### src/rtl/memory_access_stage.sv
// memory_access_stage
// -------------------
// MEM stage of a 5-stage RV32I pipeline. It takes the EX/MEM effective address
// and the forwarded store data, and issues the access on a req/gnt/rvalid data
// memory port. Load data is formatted (byte/half/word, sign or zero extended)
// and registered for writeback. The pipeline is stalled while an access is
// outstanding. Misaligned or illegal accesses are flagged and never issued.
//
// Ports
//   clk, rst               clock, synchronous active-high reset
//   MEM_valid_i            instruction in MEM is valid (not a bubble)
//   MEM_MemRead_i          instruction is a load
//   MEM_MemWrite_i         instruction is a store
//   MEM_funct3_i           access size / signedness (instruction[14:12])
//   MEM_alu_result_i       effective byte address
//   MEM_rd_data2_i         store data (already forwarded)
//   MEM_stall_o            hold the front of the pipeline, bubble into MEM/WB
//   MEM_load_data_o        registered, formatted load result
//   MEM_access_fault_o     misaligned/illegal access (combinational)
//   dmem_req_o ... dmem_be_o   request side of the data-memory port
//   dmem_gnt_i             request accepted this cycle
//   dmem_rvalid_i          read data valid
//   dmem_rdata_i           read data word
//
// Handshake: a request is transferred on a cycle where dmem_req_o and
// dmem_gnt_i are both high. While dmem_req_o is high the address, write
// enable, byte enables and write data stay stable. Stores complete on the
// grant; loads complete on the first dmem_rvalid_i after the grant.
module memory_access_stage #(
    parameter int DATA_WIDTH = 32
) (
    input  logic                  clk,
    input  logic                  rst,
    input  logic                  MEM_valid_i,
    input  logic                  MEM_MemRead_i,
    input  logic                  MEM_MemWrite_i,
    input  logic [2:0]            MEM_funct3_i,
    input  logic [DATA_WIDTH-1:0] MEM_alu_result_i,
    input  logic [DATA_WIDTH-1:0] MEM_rd_data2_i,
    output logic                  MEM_stall_o,
    output logic [DATA_WIDTH-1:0] MEM_load_data_o,
    output logic                  MEM_access_fault_o,
    output logic                  dmem_req_o,
    output logic                  dmem_we_o,
    output logic [DATA_WIDTH-1:0] dmem_addr_o,
    output logic [DATA_WIDTH-1:0] dmem_wdata_o,
    output logic [3:0]            dmem_be_o,
    input  logic                  dmem_gnt_i,
    input  logic                  dmem_rvalid_i,
    input  logic [DATA_WIDTH-1:0] dmem_rdata_i
);

    typedef enum logic [1:0] {
        IDLE     = 2'd0,
        REQ      = 2'd1,
        WAIT_RSP = 2'd2,
        DONE     = 2'd3
    } state_t;

    state_t                  state_q, state_d;
    logic [DATA_WIDTH-1:0]   addr_q, addr_d;
    logic                    we_q, we_d;
    logic [3:0]              be_q, be_d;
    logic [DATA_WIDTH-1:0]   wdata_q, wdata_d;
    logic [2:0]              funct3_q, funct3_d;
    logic [1:0]              off_q, off_d;
    logic [DATA_WIDTH-1:0]   load_data_q, load_data_d;

    logic                    access;
    logic                    bad_kind;
    logic                    misaligned;
    logic                    fault;
    logic                    start;
    logic [3:0]              be_new;
    logic [DATA_WIDTH-1:0]   wdata_new;
    logic [DATA_WIDTH-1:0]   rdata_shifted;
    logic [DATA_WIDTH-1:0]   load_fmt;

    // Legal loads: funct3 000,001,010,100,101. Legal stores: 000,001,010.
    assign access     = MEM_valid_i & (MEM_MemRead_i | MEM_MemWrite_i);
    assign bad_kind   = (MEM_MemRead_i & MEM_MemWrite_i)
                      | (MEM_MemRead_i & ((MEM_funct3_i == 3'b011) | (MEM_funct3_i[2:1] == 2'b11)))
                      | (MEM_MemWrite_i & (MEM_funct3_i[2] | (MEM_funct3_i[1:0] == 2'b11)));
    assign misaligned = ((MEM_funct3_i[1:0] == 2'b01) & MEM_alu_result_i[0])
                      | ((MEM_funct3_i[1:0] == 2'b10) & (MEM_alu_result_i[1:0] != 2'b00));
    assign fault      = access & (bad_kind | misaligned);
    assign start      = access & ~fault;

    assign MEM_access_fault_o = fault;

    // Lane placement: narrow store data is replicated across all lanes so the
    // byte enables alone select where it lands.
    always_comb begin
        be_new    = 4'b1111;
        wdata_new = MEM_rd_data2_i;
        case (MEM_funct3_i[1:0])
            2'b00: begin
                be_new    = 4'b0001 << MEM_alu_result_i[1:0];
                wdata_new = {4{MEM_rd_data2_i[7:0]}};
            end
            2'b01: begin
                be_new    = 4'b0011 << MEM_alu_result_i[1:0];
                wdata_new = {2{MEM_rd_data2_i[15:0]}};
            end
            default: begin
                be_new    = 4'b1111;
                wdata_new = MEM_rd_data2_i;
            end
        endcase
    end

    // Shift the addressed lane down to bit 0, then extend. Word accesses are
    // aligned, so the shift is zero for them.
    always_comb begin
        rdata_shifted = dmem_rdata_i >> {off_q, 3'b000};
        case (funct3_q)
            3'b000:  load_fmt = {{24{rdata_shifted[7]}}, rdata_shifted[7:0]};
            3'b100:  load_fmt = {24'h000000, rdata_shifted[7:0]};
            3'b001:  load_fmt = {{16{rdata_shifted[15]}}, rdata_shifted[15:0]};
            3'b101:  load_fmt = {16'h0000, rdata_shifted[15:0]};
            default: load_fmt = rdata_shifted;
        endcase
    end

    always_comb begin
        state_d     = state_q;
        addr_d      = addr_q;
        we_d        = we_q;
        be_d        = be_q;
        wdata_d     = wdata_q;
        funct3_d    = funct3_q;
        off_d       = off_q;
        load_data_d = load_data_q;
        case (state_q)
            IDLE: begin
                if (start) begin
                    addr_d   = {MEM_alu_result_i[DATA_WIDTH-1:2], 2'b00};
                    we_d     = MEM_MemWrite_i;
                    be_d     = be_new;
                    wdata_d  = wdata_new;
                    funct3_d = MEM_funct3_i;
                    off_d    = MEM_alu_result_i[1:0];
                    state_d  = REQ;
                end
            end
            REQ: begin
                if (dmem_gnt_i) begin
                    state_d = we_q ? DONE : WAIT_RSP;
                end
            end
            WAIT_RSP: begin
                if (dmem_rvalid_i) begin
                    load_data_d = load_fmt;
                    state_d     = DONE;
                end
            end
            // The completed instruction is still on the inputs here; going
            // straight to IDLE without looking at them prevents a re-issue.
            DONE: state_d = IDLE;
            default: state_d = IDLE;
        endcase
    end

    always_ff @(posedge clk) begin
        if (rst) begin
            state_q     <= IDLE;
            addr_q      <= '0;
            we_q        <= 1'b0;
            be_q        <= 4'b0000;
            wdata_q     <= '0;
            funct3_q    <= 3'b000;
            off_q       <= 2'b00;
            load_data_q <= '0;
        end else begin
            state_q     <= state_d;
            addr_q      <= addr_d;
            we_q        <= we_d;
            be_q        <= be_d;
            wdata_q     <= wdata_d;
            funct3_q    <= funct3_d;
            off_q       <= off_d;
            load_data_q <= load_data_d;
        end
    end

    // The stall must rise in the very cycle the access is seen, before the
    // FSM has left IDLE, hence the dependency on start.
    always_comb begin
        MEM_stall_o = 1'b0;
        case (state_q)
            IDLE:     MEM_stall_o = start;
            REQ:      MEM_stall_o = 1'b1;
            WAIT_RSP: MEM_stall_o = 1'b1;
            default:  MEM_stall_o = 1'b0;
        endcase
        if (rst) begin
            MEM_stall_o = 1'b0;
        end
    end

    assign dmem_req_o      = (state_q == REQ) & ~rst;
    assign dmem_we_o       = we_q;
    assign dmem_addr_o     = addr_q;
    assign dmem_be_o       = be_q;
    assign dmem_wdata_o    = wdata_q;
    assign MEM_load_data_o = load_data_q;

endmodule

### config.mk
export PLATFORM = sky130hd
export DESIGN_NAME = memory_access_stage
export DESIGN_NICKNAME = d
export VERILOG_FILES = /design/src/rtl/memory_access_stage.sv
export SDC_FILE = /design/constraint.sdc
export NUM_CORES = 1
export LEC_CHECK = 0
export CAP_MARGIN = 10
export CORE_ASPECT_RATIO = 1.75
export CORE_UTILIZATION = 38
export CTS_CLUSTER_DIAMETER = 100
export DETAILED_ROUTE_END_ITERATION = 6
export GPL_TIMING_DRIVEN = 0
export PLACE_DENSITY_LB_ADDON = 0.1
export SKIP_LAST_GASP = 1
export SLEW_MARGIN = 25
export SYNTH_ARGS = -nofsm -noshare
export SYNTH_HDL_FRONTEND = slang
export SYNTH_SLANG_ARGS = --single-unit
### constraint.sdc
create_clock -name clk -period 1.89 [get_ports clk]
set_input_delay 0.378 -clock clk [delete_from_list [all_inputs] [get_ports clk]]
set_output_delay 0.378 -clock clk [all_outputs]
set_load 0.05 [all_outputs]
# After elaboration in Yosys (flattened, before gate mapping)

Index checks and enable logic that the tools add are counted.

Register bits: 106
Bits of input ports: 106
Output and inout port bits: 104
Logic and storage cells: 61

Eq/ne operators: 14
Shift operators: 3
Mux-type cells: 10
Bitwise operators: 18
Reduce and logical (&&, ||, !) cells: 8

Operator list:

| operator                                                           | count |
|---|---|
| 32-bit case mux with 4 select lines                                | 1 |
| 32-bit case mux with 2 select lines                                | 1 |
| 32-bit by 5-bit right shift with 32-bit output                     | 1 |
| 2-bit == test (second input constant)                              | 5 |
| 1-bit bitwise AND                                                  | 9 |
| 2-bit case mux with 4 select lines                                 | 1 |
| 4-bit case mux with 2 select lines                                 | 1 |
| 1-bit bitwise OR                                                   | 7 |
| 3-bit == test (second input constant)                              | 2 |
| 2-bit two-way mux                                                  | 3 |
| 2-bit != test (second input constant)                              | 3 |
| 2-bit by 1-bit == test with 1-bit output (second input constant)   | 2 |
| 2-bit zero test                                                    | 2 |
| 2-bit AND reduction                                                | 2 |
| 1-bit by 2-bit << shifter with 4-bit output (first input constant) | 1 |
| 2-bit by 2-bit << shifter with 4-bit output (first input constant) | 1 |
| 3-bit by 1-bit == test with 1-bit output (second input constant)   | 1 |
| 3-bit by 2-bit == test with 1-bit output (second input constant)   | 1 |
| 3-bit zero test                                                    | 1 |
| 3-bit AND reduction                                                | 1 |
| 1-bit two-way mux                                                  | 2 |
| 1-bit NOT                                                          | 2 |
| 1-bit case mux with 2 select lines                                 | 1 |
| 2-bit nonzero test                                                 | 1 |
| 2-bit OR reduction                                                 | 1 |

# Logic depth before layout (Yosys ltp)

Gate-level depths: netlist (run 1).

Depth in word-level cells: 11
Mapped depth: 9
Depth with buffers taken out: 6

# Worst setup path before layout (run 1)

No wires, ideal clock.

Path type: input port to output port
Start: input port MEM_alu_result_i[1]
End: output port MEM_stall_o
Arrival time: 2.484 ns
Data required time: 1.512 ns
Slack: -0.972 ns
Stages: 7
Path buffers: 3
Path through: clkbuf_1 -> a2111oi_1 -> o2111a_1 -> buf_2 -> buf_2 -> nor2_1 -> nor3_1

Longest elaborated chain between the ends: 9

RTL lines:

| item                               | RTL line | RTL |
|---|---|---|
| from (decl)                        | 38       | `input logic [DATA_WIDTH-1:0] MEM_alu_result_i,` |
| 2-bit nonzero test                 | 85       | `\| ((MEM_funct3_i[1:0] == 2'b10) & (MEM_alu_result_i[1:0] != 2'b00));` |
| 1-bit bitwise AND                  | 85       |  |
| 1-bit bitwise OR                   | 85       |  |
| 1-bit bitwise OR                   | 86       | `assign fault = access & (bad_kind \| misaligned);` |
| 1-bit bitwise AND                  | 86       |  |
| 1-bit NOT                          | 87       | `assign start = access & ~fault;` |
| 1-bit bitwise AND                  | 87       |  |
| 1-bit case mux with 2 select lines | 190      | `case (state_q)` |
| 1-bit two-way mux                  | 196      | `if (rst) begin` |
| to (decl)                          | 40       | `output logic MEM_stall_o,` |

No other way between the ends.

# Worst setup path after layout (run 1)

Start: input port MEM_valid_i
End: output port MEM_stall_o

Longest elaborated chain between the ends: 6

RTL lines:

| item                                   | RTL line | RTL |
|---|---|---|
| from (decl)                            | 34       | `input logic MEM_valid_i,` |
| 1-bit bitwise AND (*)                  | 80       | `assign access = MEM_valid_i & (MEM_MemRead_i \| MEM_MemWrite_i);` |
| 1-bit bitwise AND                      | 86       |  |
| 1-bit NOT                              | 87       |  |
| 1-bit bitwise AND (*)                  | 87       |  |
| 1-bit case mux with 2 select lines (*) | 190      |  |
| 1-bit two-way mux (*)                  | 196      |  |

Mark *: on every way between the ends. The rest lies on a longest branch, timed or not.

==> qor.csv, run 1 <==
metric,value,unit
cp-start-kind,primary input,
highest_layer,met4,
critPathMaxFanout,2,
combPwrFrac,0.343,
routedWlPerCell,17.2,µm
clk_pin_slew_worst_paths,0.07,ns
synth_top_cell_area_share,0.443,
status,"complete, but fails checks",
setup_tns,-0.280,ns
ant_nets,0,
ios,210,
n_fill_cell,1115,
ir_drop,545,µV
yosysMostFrequentCell,nand2_1,
async_flop_share,0,
ys_top_cells_by_area,"dfxtp_1 (44%), nand2_1 (12%), a21oi_1 (7.3%)",
wl,17000,µm
p_leak,3.76,nW
synth.distinct_cells,41,
syn2layout_area_growth,60.1,%
place_area,7120,µm²
final_util,0.632,
crit_arrival,1.79,ns
h-tree-depth,3,
worst_pin_slew,0.640,ns
row_count,53,
dr.pass1.iters,4,
rsz0062_at_grt,yes,
die_w,86.9,µm
violations,setup timing,
drt_iter0_markers,133,
dpl.hpwl,13100,µm
max-slew-margin-rel,0.574,
clk_latency,0.34,ns
wl_met1,6090,µm
ys.flop_type,dfxtp_1,
power.total,6.74,mW
period_share,1.15,
p_sw_frac,0.350,
critPathKind,primary input to primary output,
crit_required,1.51,ns
design_area,7670,µm²
yosysTopAreaCell,dfxtp_1,
slew_viol_final,0,
route.detailed.drc,0,
grt_pass1_wl,25600,µm
cts_tree,built,
grt_max_degree,17,
grt_pass1_vias,5196,
n_antenna_cell,0,
avgSynthCellArea,8.14,µm²
p_int,4.38,mW
setup_viol,1,
synthTopCellsByCount,"nand2_1 (148), dfxtp_1 (106), a21oi_1 (70)",
nNetsFinal,929,
die_y,151,µm
pwr-share-clk,0.281,
vias,5112,
min_path_type,primary input to flip-flop,
fmax,461,MHz
finalHoldViolCount,0,
io_buffer_count,204,
synth_seq_cells,106,
fin_ws,-0.280,ns
wl_met3,1090,µm
synth_area,4790,µm²
switchingPower,2.36,mW
yosysWarnings,0,
vias_per_cell,5.18,
finalCriticalPeriod,2.17,ns
start_util,0.395,
power.density,879,nW/µm²
regArea,2130,µm²
globalplace.congestion,0.958,
synth_cells,589,
root_buffer,clkbuf_16,
grtUsageTotal,0.257,
cts_buffers,9,
dieArea,13100,µm²
fp.coreArea,12100,µm²
yosysSeqAreaShare,0.443,
sequentialPowerShare,0.376,
drive_gt1_frac,0.114,
dr_wl_met2,8920,µm
maxCapViolations,0,
antenna_found_initial,0,
clkSinkCount,106,
multi_input_area,2460,µm²
fin_worst_skew,0.00887,ns
synth_edf_count,0,
clock_path_buffers,2,
end_kind,primary output,
overflow,0,
-- logic make-up after synthesis --
| group | after synthesis | synth area share |
|---|---|---|
| buf+inv | 58 | 0.0556 |
| flops | 106 | 0.443 |
| compound gates | 151 | 0.207 |
| fa+ha+maj | 5 | 0.0131 |
| simple gates | 227 | 0.190 |
| mux | 41 | 0.0914 |
| other cells | 1 | 0.000782 |
-- layout by cell type, fill, tap and decap left out, types with 3 or more instances in the layout --
cell             synthesis  layout
nand2b_1                 3       3
nor2b_1                  4       4
clkbuf_2                 0      10
mux2_2                  12      12
mux2i_1                 28      28
nor3_1                  17      16
o211ai_1                15      15
inv_1                    6       4
a211oi_1                27      27
dfxtp_1                106     104
o2bb2ai_1                8       8
a311oi_1                 8       8
buf_2                   15      15
clkdlybuf4s50_1          0     111
buf_6                    2       6
clkbuf_4                 0       3
ha_1                     5       4
dlygate4sd2_1            0      33
clkbuf_1                27      17
clkbuf_16                0      11
nor2_1                  50      49
dlymetal6s2s_1           0      53
a21oi_1                 70      69
nand2_1                148     147
buf_4                    4      15
o21ai_0                 10       9
-- sequential cells by signal (all words and copies together), names as in the netlist --
signal,flops
dmem_wdata_o,32
dmem_be_o,4
dmem_we_o,1
MEM_load_data_o,32
dmem_addr_o,30
state_q,2
off_q,2
funct3_q,3
-- timing repair --
action                     4_1_cts  5_1_grt
gates resized for setup         81       77
pin swaps                        4        1
hold buffers                     0        0
setup buffers                   11        2
setup endpoints to repair      132      120
gates cloned                     1        1
-- through the flow --
stage	instances	worst slack, ns	hold slack (ns)
after floorplan	590	-0.242	0.449
after global placement	959	-1.45	0.442
after detailed placement	959	-1.47	0.449
after CTS	986	-0.300	0.317
after global routing	987	-0.353	0.328
final	987	-0.280	0.329
-- area by class of cell --
cell class                      instances  area share
Inverter                                7     0.00408
Clock inverter                          4     0.00685
Clock buffer                           11      0.0316
Timing Repair Buffer                  218       0.292
Multi-Input combinational cell        426       0.321
Tap cell                              165      0.0269
Buffer                                 50      0.0396
Sequential cell                       106       0.278
-- layer usage --
metal	vias up	GRT usage
li1	2489	-
met1	2377	0.255
met2	197	0.477
met3	49	0.0603
met4	0	0.149
met5	-	0
-- final timing paths --
kind / start / to / slack, ns / cells past startpoint
worst max-delay path: MEM_valid_i / MEM_stall_o / -0.28 / 8
worst min-delay path: MEM_alu_result_i[1] / off_q[1]$_SDFFE_PP0P_ / 0.33 / 3
worst max register to register: off_q[1]$_SDFFE_PP0P_ / MEM_load_data_o[31]$_SDFFE_PP0P_ / 0.08 / 7
worst min register to register: dmem_addr_o[17]$_SDFFE_PP0P_ / dmem_addr_o[17]$_SDFFE_PP0P_ / 0.45 / 2
-- critical path, cell delays in order --
cell,delay [ns]
clkdlybuf4s50_1,0.48
o211a_1,0.18
o2111a_1,0.20
buf_6,0.11
buf_8,0.10
nor2_4,0.03
nor3_4,0.13
buf_6,0.18
-- power by group through the flow --
| stage | clock network [mW] | logic (mW) | registers, mW |
|---|---|---|---|
| floorplan | 0 | 0.796 | 3.17 |
| global placement | 0 | 2.18 | 2.58 |
| detailed placement | 0 | 2.21 | 2.59 |
| CTS | 1.93 | 2.29 | 2.54 |
| global route | 2.01 | 2.46 | 2.56 |
| finish | 1.90 | 2.31 | 2.53 |
Power figures use the tool's default switching activity.
==> inputs of run 2 (changes only) <==
CAP_MARGIN = 20   (was 10)
==> results of run 2 <==
The final DEF is identical to that of run 1; final timing and power are the same.
==> inputs of run 3 (changes only) <==
CORE_ASPECT_RATIO = not set   (was 1.75)
==> run 3 against run 2 <==
  * The run still ends with setup timing left
  * Hold slack better by 0.0093 ns
  * Count of clock-buffer cells in the layout is 1 lower
  * Power grew 2.1%
  * Via count is 0.16% higher
  * Highest routed layer unchanged
  * Critical path type is now flip-flop to primary output
==> qor.csv, run 3 (synthesis gave the netlist of run 1 again) <==
metric,value,unit,change
h-tree-depth,3,,unchanged
dpl.hpwl,12400,µm,-5.7%
cts_hold_buf,0,,unchanged
die_w,114,µm,+32%
cts_tree,built,,
ios,210,,unchanged
clk_latency,0.36,ns,+0.02 ns
fin_worst_skew,0.00802,ns,-0.000851 ns
final_common_cell,nand2_1,,
crit_required,1.51,ns,about the same
n_antenna_cell,0,,unchanged
die_y,114,µm,-24%
route.detailed.drc,0,,unchanged
critPathMaxFanout,3,,+1
routedWlPerCell,16.4,µm,-4.5%
max-slew-margin-rel,0.552,,-0.0215
clkSinkCount,106,,unchanged
p_leak,3.67,nW,-2.3%
worst_pin_slew,0.672,ns,+0.0323 ns
vias_per_cell,5.18,,about the same
start_util,0.394,,-0.000853
overflow,0,,unchanged
clk_pin_slew_worst_paths,0.07,ns,about the same
ir_drop,514,µV,-5.6%
ant_nets,0,,unchanged
layout_common_cells,"nand2_1 (148), clkdlybuf4s50_1 (106), dfxtp_1 (103)",,
cp-start-kind,flip-flop,,
regArea,2130,µm²,about the same
pre_cts_ws,-1.43,ns,+0.0327 ns
grt_max_degree,18,,+1
syn2layout_area_growth,60.7,%,
clock_path_buffers,2,,unchanged
power.total,6.89,mW,+2.1%
grt_pass1_vias,4992,,-3.9%
holdWs,0.339,ns,+0.00933 ns
grtUsageTotal,0.245,,-0.0126
violations,setup timing,,
setup_viol,5,,+4
row_count,40,,-25%
cts_buffers,9,,unchanged
drive_gt1_frac,0.119,,+0.00501
wl,16200,µm,-4.3%
rsz0062_at_grt,yes,,
power.density,894,nW/µm²,+1.7%
finalHoldViolCount,0,,unchanged
maxCapViolations,0,,unchanged
setup_tns,-0.227,ns,+0.0529 ns
drt_iter0_markers,290,,+120%
multi_input_area,2500,µm²,+1.6%
antenna_found_initial,0,,unchanged
io_buffer_count,204,,unchanged
root_buffer,clkbuf_16,,
finalCriticalPeriod,2.11,ns,-0.0622 ns
crit_arrival,1.73,ns,-0.06 ns
grt_pass1_wl,24700,µm,-3.3%
worst-r2r-setup-slack,0,ns,-0.08 ns
min_path_type,primary input to flip-flop,,
globalplace.congestion,0.895,,-6.6%
status,"complete, but fails checks",,
dieArea,13100,µm²,-0.14%
n_fill_cell,1064,,-4.6%
nNetsFinal,927,,-0.22%
critPathKind,flip-flop to primary output,,
vias,5120,,+0.16%
fin_ws,-0.218,ns,+0.0622 ns
slew_viol_final,0,,unchanged
end_kind,primary output,,
fmax,474,MHz,+2.9%
fp.coreArea,12200,µm²,+0.22%
period_share,1.12,,-0.0329
dr.pass1.iters,5,,+1
-- run 3: cell types whose count changed in the layout (fill, tap and decap cells not counted), moves of 3 or more --
cell	change
buf_2	-4
a211oi_2	+9
a211oi_1	-9
dlymetal6s2s_1	-7
buf_6	+3
dlygate4sd2_1	+13
clkbuf_2	-5
clkdlybuf4s50_1	-5
-- run 3: layout make-up --
class / count / area share
Multi-Input combinational cell: 426 / 0.325
Timing Repair Buffer: 217 / 0.286
Sequential cell: 106 / 0.277
Buffer: 49 / 0.0380
Clock buffer: 10 / 0.0310
Tap cell: 168 / 0.0273
Clock inverter: 6 / 0.0117
Inverter: 7 / 0.00406
-- run 3: final timing paths --
path / from / endpoint / cells past startpoint
setup / recovery: state_q[0]$_SDFFE_PP0P_ / MEM_stall_o / 8
setup reg to reg: off_q[1]$_SDFFE_PP0P_ / MEM_load_data_o[21]$_SDFFE_PP0P_ / 6
hold reg to reg: dmem_addr_o[29]$_SDFFE_PP0P_ / dmem_addr_o[29]$_SDFFE_PP0P_ / 2
hold / removal: MEM_alu_result_i[1] / off_q[1]$_SDFFE_PP0P_ / 3
-- run 3: critical path: stages, from the launching register on --
cell	delay [ns]
dfxtp_4	0.36
inv_4	0.06
ha_4	0.12
o211a_1	0.15
o2111a_1	0.21
buf_6	0.11
nor2_4	0.03
nor3_4	0.13
buf_6	0.18
-- run 3: routing by layer --
| metal | vias to the layer above | part of all wire | GRT usage |
|---|---|---|---|
| met4 | 0 | 0.021 | 0.0970 |
| met2 | 206 | 0.47 | 0.417 |
| met1 | 2398 | 0.43 | 0.299 |
| met3 | 22 | 0.073 | 0.0556 |
| li1 | 2494 | - | - |
| met5 | - | 0 | 0 |
-- run 3: report_power, final --
group          total [mW]  switching, mW  internal [mW]
registers            2.54          0.109           2.43
logic                2.27           1.40          0.870
clock network        2.07          0.872           1.20
total                6.89           2.39           4.50
-- run 3: metrics by stage --
stage / instances / cell area [µm²] / utilization
2_1_floorplan: 590 / 4870 / -
3_3_place_gp: 962 / 7120 / 0.585
3_5_place_dp: 962 / 7120 / 0.585
4_1_cts: 985 / 7470 / 0.614
5_1_grt: 989 / 7700 / 0.633
6_report: 989 / 7700 / 0.633
-- run 3: timing repair --
action	4_1_cts	5_1_grt
setup buffers	8	4
pin swaps	5	1
gates cloned	0	1
setup endpoints to repair	136	111
resized for setup	91	77
